==> config.mk <==
export PLATFORM = sky130hd
export DESIGN_NAME = enc16to4_pending
export DESIGN_NICKNAME = d
export VERILOG_FILES = /design/src/rtl/enc16to4_pending_pkg.sv /design/src/rtl/enc16to4_pending_prio8.sv /design/src/rtl/enc16to4_pending.sv
export SDC_FILE = /design/constraint.sdc
export NUM_CORES = 1
export LEC_CHECK = 0
export ABC_AREA = 0
export CAP_MARGIN = 0
export CORE_UTILIZATION = 27
export CTS_CLUSTER_SIZE = 40
export DETAILED_ROUTE_END_ITERATION = 12
export PLACE_DENSITY = 0.49
export SYNTH_ARGS = -nofsm -noshare
export SYNTH_HDL_FRONTEND = slang
export SYNTH_HIERARCHICAL = 1
export SYNTH_SLANG_ARGS = --single-unit
==> constraint.sdc <==
create_clock -name clk -period 3.75 [get_ports clk]
set_input_delay 0.9375 -clock clk [delete_from_list [all_inputs] [get_ports clk]]
set_output_delay 0.9375 -clock clk [all_outputs]
set_load 0.05 [all_outputs]
==> src/rtl/enc16to4_pending_pkg.sv <==
// Shared constants for the 16-to-4 pending request encoder.
package enc16to4_pending_pkg;

  localparam int ENC_N = 16;
  localparam int ENC_W = 4;

  // Arbitration modes selected by the PRIO_RR parameter of the top.
  localparam int ENC_PRIO_FIXED = 0;
  localparam int ENC_PRIO_RR    = 1;

  // One-hot decode of a request index, used to clear the accepted bit.
  function automatic logic [ENC_N-1:0] enc_onehot(input logic [ENC_W-1:0] idx);
    logic [ENC_N-1:0] oh;
    oh = '0;
    oh[idx] = 1'b1;
    return oh;
  endfunction

endpackage

==> src/rtl/enc16to4_pending_prio8.sv <==
// 8-to-3 priority encoder: lowest set index wins, any_o flags a non-zero input.
module enc8to3_prio (
  input  logic [7:0] req_i,
  output logic [2:0] idx_o,
  output logic       any_o
);

  // Scan from the top down so the lowest set bit is the last one to write idx_o.
  always_comb begin
    idx_o = 3'd0;
    any_o = |req_i;
    for (int i = 7; i >= 0; i--) begin
      if (req_i[i]) begin
        idx_o = 3'(i);
      end
    end
  end

endmodule

==> src/rtl/enc16to4_pending.sv <==
// Sticky 16-line request capture with a valid/ready index output.
// Fixed priority (lowest index) or round-robin from a rotating pointer.
module enc16to4_pending
  import enc16to4_pending_pkg::*;
#(
  parameter int PRIO_RR = 0
) (
  input  logic        clk,
  input  logic        rst,
  input  logic        en,
  input  logic [15:0] w,
  output logic [3:0]  y,
  output logic        valid,
  input  logic        ready,
  output logic        ovf
);

  localparam bit RR_MODE = (PRIO_RR == ENC_PRIO_RR);

  logic [ENC_N-1:0] pending_q, pending_d;
  logic [ENC_W-1:0] ptr_q, ptr_d;
  logic             ovf_q, ovf_d;

  logic [ENC_W-1:0]   ptr_eff;
  logic [2*ENC_N-1:0] rot_wide;
  logic [ENC_N-1:0]   rotated;
  logic [2:0]         lo_idx, hi_idx;
  logic               lo_any, hi_any;
  logic [ENC_W-1:0]   rot_idx;
  logic               accept;
  logic [ENC_N-1:0]   clr;
  logic [ENC_N-1:0]   set_vec;

  // Rotate pending right by the search start; fixed priority always starts at 0.
  always_comb begin
    ptr_eff  = RR_MODE ? ptr_q : '0;
    rot_wide = {pending_q, pending_q} >> ptr_eff;
    rotated  = rot_wide[ENC_N-1:0];
  end

  enc8to3_prio u_enc_lo (
    .req_i (rotated[7:0]),
    .idx_o (lo_idx),
    .any_o (lo_any)
  );

  enc8to3_prio u_enc_hi (
    .req_i (rotated[15:8]),
    .idx_o (hi_idx),
    .any_o (hi_any)
  );

  // Merge the two halves, undo the rotation (mod 16) and form the handshake.
  always_comb begin
    rot_idx = lo_any ? {1'b0, lo_idx} : {hi_any, hi_idx};
    valid   = |pending_q;
    y       = valid ? (rot_idx + ptr_eff) : '0;
    accept  = valid & ready;
    clr     = accept ? enc_onehot(y) : '0;
  end

  // Next state: set wins over clear; a duplicate of a still-pending bit raises ovf.
  always_comb begin
    set_vec   = en ? w : '0;
    pending_d = (pending_q & ~clr) | set_vec;
    ovf_d     = ovf_q | (|(set_vec & pending_q & ~clr));
    ptr_d     = ptr_q;
    if (RR_MODE && accept) begin
      ptr_d = y + 4'd1;
    end
  end

  // State registers with synchronous active-high reset.
  always_ff @(posedge clk) begin
    if (rst) begin
      pending_q <= '0;
      ptr_q     <= '0;
      ovf_q     <= 1'b0;
    end else begin
      pending_q <= pending_d;
      ptr_q     <= ptr_d;
      ovf_q     <= ovf_d;
    end
  end

  assign ovf = ovf_q;

endmodule

==> reports/results.tsv, run 1 <==
metric	value	unit
run_status	completed	
grt_pass1_vias	1286	
io_buffer_count	25	
total_power	0.586	mW
fin_crit_sh	0.939	
post-cts-setup-buffers	0	
multi_input_area	785	µm²
timing_worst_setup_path_type	flip-flop to primary output	
required	2810	ps
place_ws	353	ps
place_inst	227	
synth-seq-cells	17	
cts_root_buf	clkbuf_8	
cap_viol_max_count	0	
hold_violations	0	
syn-num-nets	177	
p_sw	0.225	mW
rsz0062_at_grt	false	
timing.fmax	284	MHz
setup_slack	228	ps
netlist_area	1180	µm²
avgSynthCellArea	7.52	µm²
row_count	23	
numCtsBuffers	3	
final_util	0.371	
initial_core_util	0.289	
synth-async-reset-ratio	0	
p_leak	0.532	nW
powerDensity	386	nW/µm²
seq_area	340	µm²
finClkSkew	3.81	ps
drt.antenna.violating_nets	0	
fin_setup_tns	0	ps
power_frac_comb	0.394	
top_layer_used	met4	
dieArea	4640	µm²
wl_met2	1.60	mm
stdcell_count	231	
cts.sinks	17	
drt_wl_total	3.57	mm
drt_iter0_drc	62	
areaGrowthSynthToFinish	28.4	%
drive_gt1_frac	0.0939	
diodes	0	
core_area	4090	µm²
maxSlewHeadroom	0.517	
grt_start_max_net_pins	21	
worstMarginPinSlew	715	ps
vdd_drop_max	0.123	mV
wl_met3	162	µm
m1WireLength	1.73	mm
final_nets	202	
yosysSeqAreaShare	0.288	
clk_latency	250	ps
hpwl	2.67	mm
drt_pass1_iterations	4	
synth-edff-count	0	
seqPwrFrac	0.366	
via_per_inst	5.68	
place.gp.congestion	0.840	
cts_buffer_depth	2	
critPathMaxFanout	13	
slew_violations	0	
syn_inst	157	
p_clk_frac	0.240	
vias	1312	
grt_first_pass_wirelength	5.95	mm
overflow	0	
track_usage	0.172	
fin_area	1520	µm²
critPathArrivalTime	2580	ps
swShare	0.384	
cp-start-kind	flip-flop	
clk_pin_slew	70	ps
cts_tree	yes	
top_level_ports	26	
min_path_type	flip-flop to flip-flop	
synth_top_flop_cell	dfxtp_1	
die_h	68.1	µm
htreeDepth	1	
dpl_cell_area	1470	µm²
yosysWarnings	6	
p_int	0.361	mW
cp-end-kind	primary output	
antenna_found_initial	0	
holdWs	538	ps
drc	0	
fillerInstances	446	
finalSetupViolCount	0	
wire_per_inst	15.4	µm
synth_cell_types	39	
layout_min_cycle_time	3520	ps
die_x	68.1	µm
## worst paths after layout
kind              slack (ps)  depth (start not counted)                        to                startpoint
setup / recovery         230                          5                      y[2]   pending_q[4]$_SDFF_PP0_
setup reg to reg         800                          8            ovf$_SDFF_PP0_  pending_q[15]$_SDFF_PP0_
hold / removal           540                          2  pending_q[11]$_SDFF_PP0_  pending_q[11]$_SDFF_PP0_
hold reg to reg          540                          2  pending_q[11]$_SDFF_PP0_  pending_q[11]$_SDFF_PP0_
## power groups by stage
stage / Combinational [mW] / Sequential, mW / Clock (mW)
floorplan: 0.151 / 0.217 / 0
global placement: 0.226 / 0.218 / 0
detailed placement: 0.227 / 0.218 / 0
CTS: 0.228 / 0.214 / 0.144
global route: 0.250 / 0.217 / 0.152
finish: 0.231 / 0.215 / 0.141
## synthesized netlist by cell type (2+ instances only)
library cell	n	area, µm²
nand2_1	22	82.6
a21oi_1	21	105
dfxtp_1	17	340
o21ai_0	14	70.1
nor2_1	11	41.3
nand3_1	6	30.0
inv_1	5	18.8
o311ai_0	5	43.8
nor4_1	4	25.0
o311a_1	4	40.0
clkbuf_1	3	11.3
nand4_1	3	18.8
o31ai_1	3	22.5
or2_2	3	18.8
a21boi_0	2	15.0
a31oi_1	2	12.5
and3b_1	2	17.5
and3b_2	2	20.0
buf_6	2	22.5
nand2b_1	2	12.5
nor2b_1	2	12.5
nor4_2	2	25.0
o21bai_1	2	15.0
o41ai_1	2	17.5
or3_1	2	12.5
## placed cells by master, fill, tap and decap left out, types with 3 or more instances in the layout
master | Yosys | routed
a21oi_1 | 21 | 21
clkbuf_8 | 0 | 3
clkdlybuf4s50_1 | 0 | 25
dfxtp_1 | 17 | 17
inv_1 | 5 | 5
nand2_1 | 22 | 22
nand3_1 | 6 | 5
nand4_1 | 3 | 3
nor2_1 | 11 | 11
nor4_1 | 4 | 4
o21ai_0 | 14 | 14
o311a_1 | 4 | 4
o311ai_0 | 5 | 5
o31ai_1 | 3 | 3
or2_2 | 3 | 3
## logic make-up after synthesis
family                 Yosys count  share of synthesized area
DFF                             17                      0.288
buffers and inverters           12                     0.0519
muxes                            3                     0.0371
and+or+nand+nor                 65                      0.293
AOI/OAI and AO/OA               60                      0.329
## registers in the layout, indices dropped and copies added, names as in the netlist
signal / count
ovf: 1
pending_q: 16
## cell type report
cell class                 instances  area share
multi-input combinational        128       0.517
sequential                        17       0.224
timing repair buffer              27       0.175
tap                               50      0.0413
clock buffer                       4      0.0297
inverter                           5      0.0124
## worst max-delay path, stage by stage (launching register included)
cell and delay, ps:
dfxtp_1 360, nor4_2 360, nand3_2 300, mux2i_4 300, nor2_1 170, clkdlybuf4s50_1 830
## repair_timing
item	in CTS	in global routing
resized for setup	0	1
hold buffers	0	0
setup endpoints to repair	0	2
## metal layers
layer | vias up | track usage
li1 | 648 | -
met1 | 621 | 0.232
met2 | 35 | 0.261
met3 | 8 | 0.0317
met4 | 0 | 0.0833
met5 | - | 0
Note: power is estimated with default switching activity, not from simulation.
==> run 2, diff against run 1 <==
RECOVER_POWER = 100   (was default)
==> run 2 against run 1 <==
Effect of this change: non-clock buffer count stayed put; clock-buffer cell count stayed put; combinational power is 4% lower; clock skew is 0.67 ps higher; critical path type unchanged; critical endpoint unchanged; largest cell class unchanged; highest routed layer unchanged.
==> reports/results.tsv, run 2 (synthesized netlist as in run 1, its figures left out) <==
metric	value	unit
clk_pin_slew	70	ps
cp-start-kind	flip-flop	
clk_latency	250	ps
cts.sinks	17	
post-cts-setup-buffers	0	
maxSlewHeadroom	0.515	
cts_root_buf	clkbuf_8	
drt_wl_total	3.56	mm
grt_first_pass_wirelength	5.95	mm
timing_worst_setup_path_type	flip-flop to primary output	
stdcell_count	231	
multi_input_area	763	µm²
row_count	23	
final_cell_mix	nand2_1 (23), a21oi_1 (21), clkdlybuf4s50_1 (21)	
p_leak	0.533	nW
die_x	68.1	µm
finalSetupViolCount	0	
critPathArrivalTime	2650	ps
hold_violations	0	
dieArea	4640	µm²
finClkSkew	4.48	ps
cp-end-kind	primary output	
drt_iter0_drc	85	
powerDensity	386	nW/µm²
critPathMaxFanout	13	
cap_viol_max_count	0	
timing.fmax	279	MHz
rsz0062_at_grt	false	
seq_area	340	µm²
fin_crit_sh	0.957	
required	2810	ps
min_path_cells	2	
via_per_inst	5.74	
drive_gt1_frac	0.0718	
final_nets	202	
initial_core_util	0.289	
overflow	0	
layout_commonest_cell	nand2_1	
track_usage	0.172	
place_inst	227	
vdd_drop_max	0.123	mV
fillerInstances	452	
grt_start_max_net_pins	21	
io_buffer_count	25	
fin_setup_tns	0	ps
vias	1325	
min_path_type	flip-flop to flip-flop	
top_level_ports	26	
antenna_found_initial	0	
drt_pass1_iterations	4	
htreeDepth	1	
regMostFlops	pending_q	
numCtsBuffers	3	
die_h	68.1	µm
layout_min_cycle_time	3590	ps
ff2ff_path_depth	8	
diodes	0	
cts_tree	yes	
largest_reg_flops	16	
cts_buffer_depth	2	
wire_per_inst	15.4	µm
drt.antenna.violating_nets	0	
grt_pass1_vias	1286	
slew_violations	0	
place.gp.congestion	0.840	
drc	0	
areaGrowthSynthToFinish	26.3	%
core_area	4090	µm²
run_status	completed	
worstMarginPinSlew	718	ps
final_util	0.365	
hpwl	2.67	mm
[run 2: where the power goes]
part / internal [mW] / total (mW) / switching [mW]
registers: 0.195 / 0.214 / 0.0194
clock network: 0.0755 / 0.141 / 0.0655
logic: 0.0840 / 0.221 / 0.137
total: 0.354 / 0.575 / 0.221
[run 2: critical path, cell delays in order (launching register included)]
cell	delay (ps)
dfxtp_1	360
nor4_1	470
nand3_2	300
mux2i_1	240
nor2_1	190
clkdlybuf4s50_1	830
[run 2: through the flow]
| step | power, mW | setup WS (ps) | hold slack, ps | cell area [µm²] |
|---|---|---|---|---|
| after CTS | 0.587 | 65.7 | 534 | 1510 |
| after floorplan | 0.368 | 903 | 485 | 1180 |
| final | 0.575 | 162 | 535 | 1490 |
| after detailed placement | 0.445 | 353 | 523 | 1470 |
| after global routing | 0.608 | 46.8 | 562 | 1490 |
| after global placement | 0.444 | 441 | 513 | 1470 |
[run 2: area by class of cell]
type / instances / area share
timing repair buffer: 27 / 0.175
inverter: 5 / 0.0126
multi-input combinational: 128 / 0.512
sequential: 17 / 0.228
tap: 50 / 0.0419
clock buffer: 4 / 0.0302
[run 2: timing repair]
action / 4_1_cts / 5_1_grt
endpoints found under the setup margin: 0 / 2
resized for setup: 0 / 1
hold buffers: 0 / 0
[run 2: path summary, 6_finish.rpt]
| kind | startpoint | end | slack (ps) |
|---|---|---|---|
| setup / recovery | pending_q[4]$_SDFF_PP0_ | y[2] | 160 |
| hold / removal | pending_q[4]$_SDFF_PP0_ | pending_q[4]$_SDFF_PP0_ | 530 |
| setup reg to reg | pending_q[4]$_SDFF_PP0_ | ovf$_SDFF_PP0_ | 630 |
| hold reg to reg | pending_q[4]$_SDFF_PP0_ | pending_q[4]$_SDFF_PP0_ | 530 |
[run 2: metal layers]
| metal | track usage | part of all wire | up-vias |
|---|---|---|---|
| li1 | - | - | 647 |
| met1 | 0.232 | 0.48 | 624 |
| met2 | 0.261 | 0.44 | 45 |
| met3 | 0.0317 | 0.052 | 9 |
| met4 | 0.0833 | 0.024 | 0 |
| met5 | 0 | 0 | - |
==> run 3, diff against run 2 <==
GPL_TIMING_DRIVEN = 0   (was default)
==> run 3 against run 2 <==
Effect of this change: flip-flop and latch count unchanged; sequential share of layout area shrank 0.23 points; utilization grew 0.37 points; routed wire length increased by 4.2%; final cell count up 1.3%; first-iteration DRC count rose by 2.4%; design area increased by 1.0%; via count down 0.23%; setup slack gained 52 ps; sequential power about the same; global-route usage is 1.2 points higher; largest power group unchanged.
==> reports/results.tsv, run 3 (synthesized netlist as in run 1, its figures left out) <==
metric	value	unit
run_status	completed	
finClkSkew	0.890	ps
final_nets	205	
timing_worst_setup_path_type	flip-flop to primary output	
cts_tree	yes	
row_count	23	
slowest_stage	clkdlybuf4s50_1	
p_leak	0.543	nW
path_cells	nor4_2, nand3_1, buf_6, mux2i_1, nor2_1, clkdlybuf4s50_1	
layout_commonest_cell	nand2_1	
slew_violations	0	
grt_pass1_vias	1322	
rsz0062_at_grt	false	
post_cts_resized	0	
cts_root_buf	clkbuf_8	
dieArea	4640	µm²
required	2810	ps
vias	1322	
fin_setup_tns	0	ps
place.gp.congestion	0.845	
drt.antenna.violating_nets	0	
diodes	0	
fin_crit_sh	0.943	
hold_violations	0	
finalSetupViolCount	0	
numCtsBuffers	3	
clk_pin_slew	70	ps
cts.sinks	17	
die_h	68.1	µm
cts_buffer_depth	2	
critPathMaxStageDelay	840	ps
antenna_found_initial	0	
critPathArrivalTime	2600	ps
hpwl	2.86	mm
critPathMaxFanout	10	
via_per_inst	5.65	
core_area	4090	µm²
cp-start-kind	flip-flop	
critical_path.n_buffers_inverters	2	
track_usage	0.184	
powerDensity	383	nW/µm²
die_x	68.1	µm
cap_viol_max_count	0	
drt_iter0_drc	87	
layout_min_cycle_time	3540	ps
post-cts-setup-buffers	0	
htreeDepth	1	
grt_start_max_net_pins	11	
initial_core_util	0.289	
clk_latency	250	ps
wire_per_inst	15.9	µm
drc	0	
overflow	0	
drive_gt1_frac	0.0870	
io_buffer_count	23	
total_power	0.578	mW
areaGrowthSynthToFinish	27.5	%
vdd_drop_max	0.128	mV
largest_reg_flops	16	
grt_first_pass_wirelength	6.25	mm
hold_buffers	0	
drt_pass1_iterations	4	
regMostFlops	pending_q	
cp_top_family	buffers and inverters	
drt_wl_total	3.71	mm
timing.fmax	283	MHz
final_cell_mix	nand2_1 (22), a21oi_1 (21), clkdlybuf4s50_1 (18)	
maxSlewHeadroom	0.532	
cp-end-kind	primary output	
top_level_ports	26	
worstMarginPinSlew	692	ps
min_path_type	flip-flop to flip-flop	
[run 3: stage by stage]
stage	hold slack [ps]	setup WS, ps	util	cell area, µm²	cells
detailed placement	535	499	0.361	1470	230
finish	547	214	0.369	1510	234
CTS	550	207	0.372	1520	234
floorplan	485	903	-	1180	157
global placement	530	513	0.361	1470	230
global route	569	41.2	0.369	1510	234
[run 3: where the power goes]
group / switching (mW) / total (mW) / internal, mW
Clock: 0.0652 / 0.141 / 0.0755
Combinational: 0.136 / 0.221 / 0.0848
Sequential: 0.0212 / 0.216 / 0.195
[run 3: metal layers]
metal,GRT usage,vias up,part of all wire
li1,-,651,-
met1,0.251,619,0.47
met2,0.281,44,0.45
met3,0.0333,8,0.056
met4,0.0755,0,0.019
met5,0,-,0
[run 3: final cells by class]
class / instances / area, µm²
buffer: 7 / 42.5
multi-input combinational: 128 / 767
inverter: 5 / 18.8
fill: 439 / 2580
tap: 50 / 62.6
timing repair buffer: 23 / 230
sequential: 17 / 340
clock buffer: 4 / 45.0
[run 3: path summary, 6_finish.rpt]
check	start	endpoint	slack [ps]	cells past startpoint
worst max-delay path	pending_q[4]$_SDFF_PP0_	y[2]	210	6
worst min-delay path	pending_q[3]$_SDFF_PP0_	pending_q[3]$_SDFF_PP0_	550	2
worst max register to register	pending_q[13]$_SDFF_PP0_	ovf$_SDFF_PP0_	780	8
worst min register to register	pending_q[3]$_SDFF_PP0_	pending_q[3]$_SDFF_PP0_	550	2
[run 3: tightest hold or removal path: cells and delay by family (launching register included)]
| family | cells | cell delay, ps |
|---|---|---|
| flops | 1 | 350 |
| compound gates | 2 | 150 |
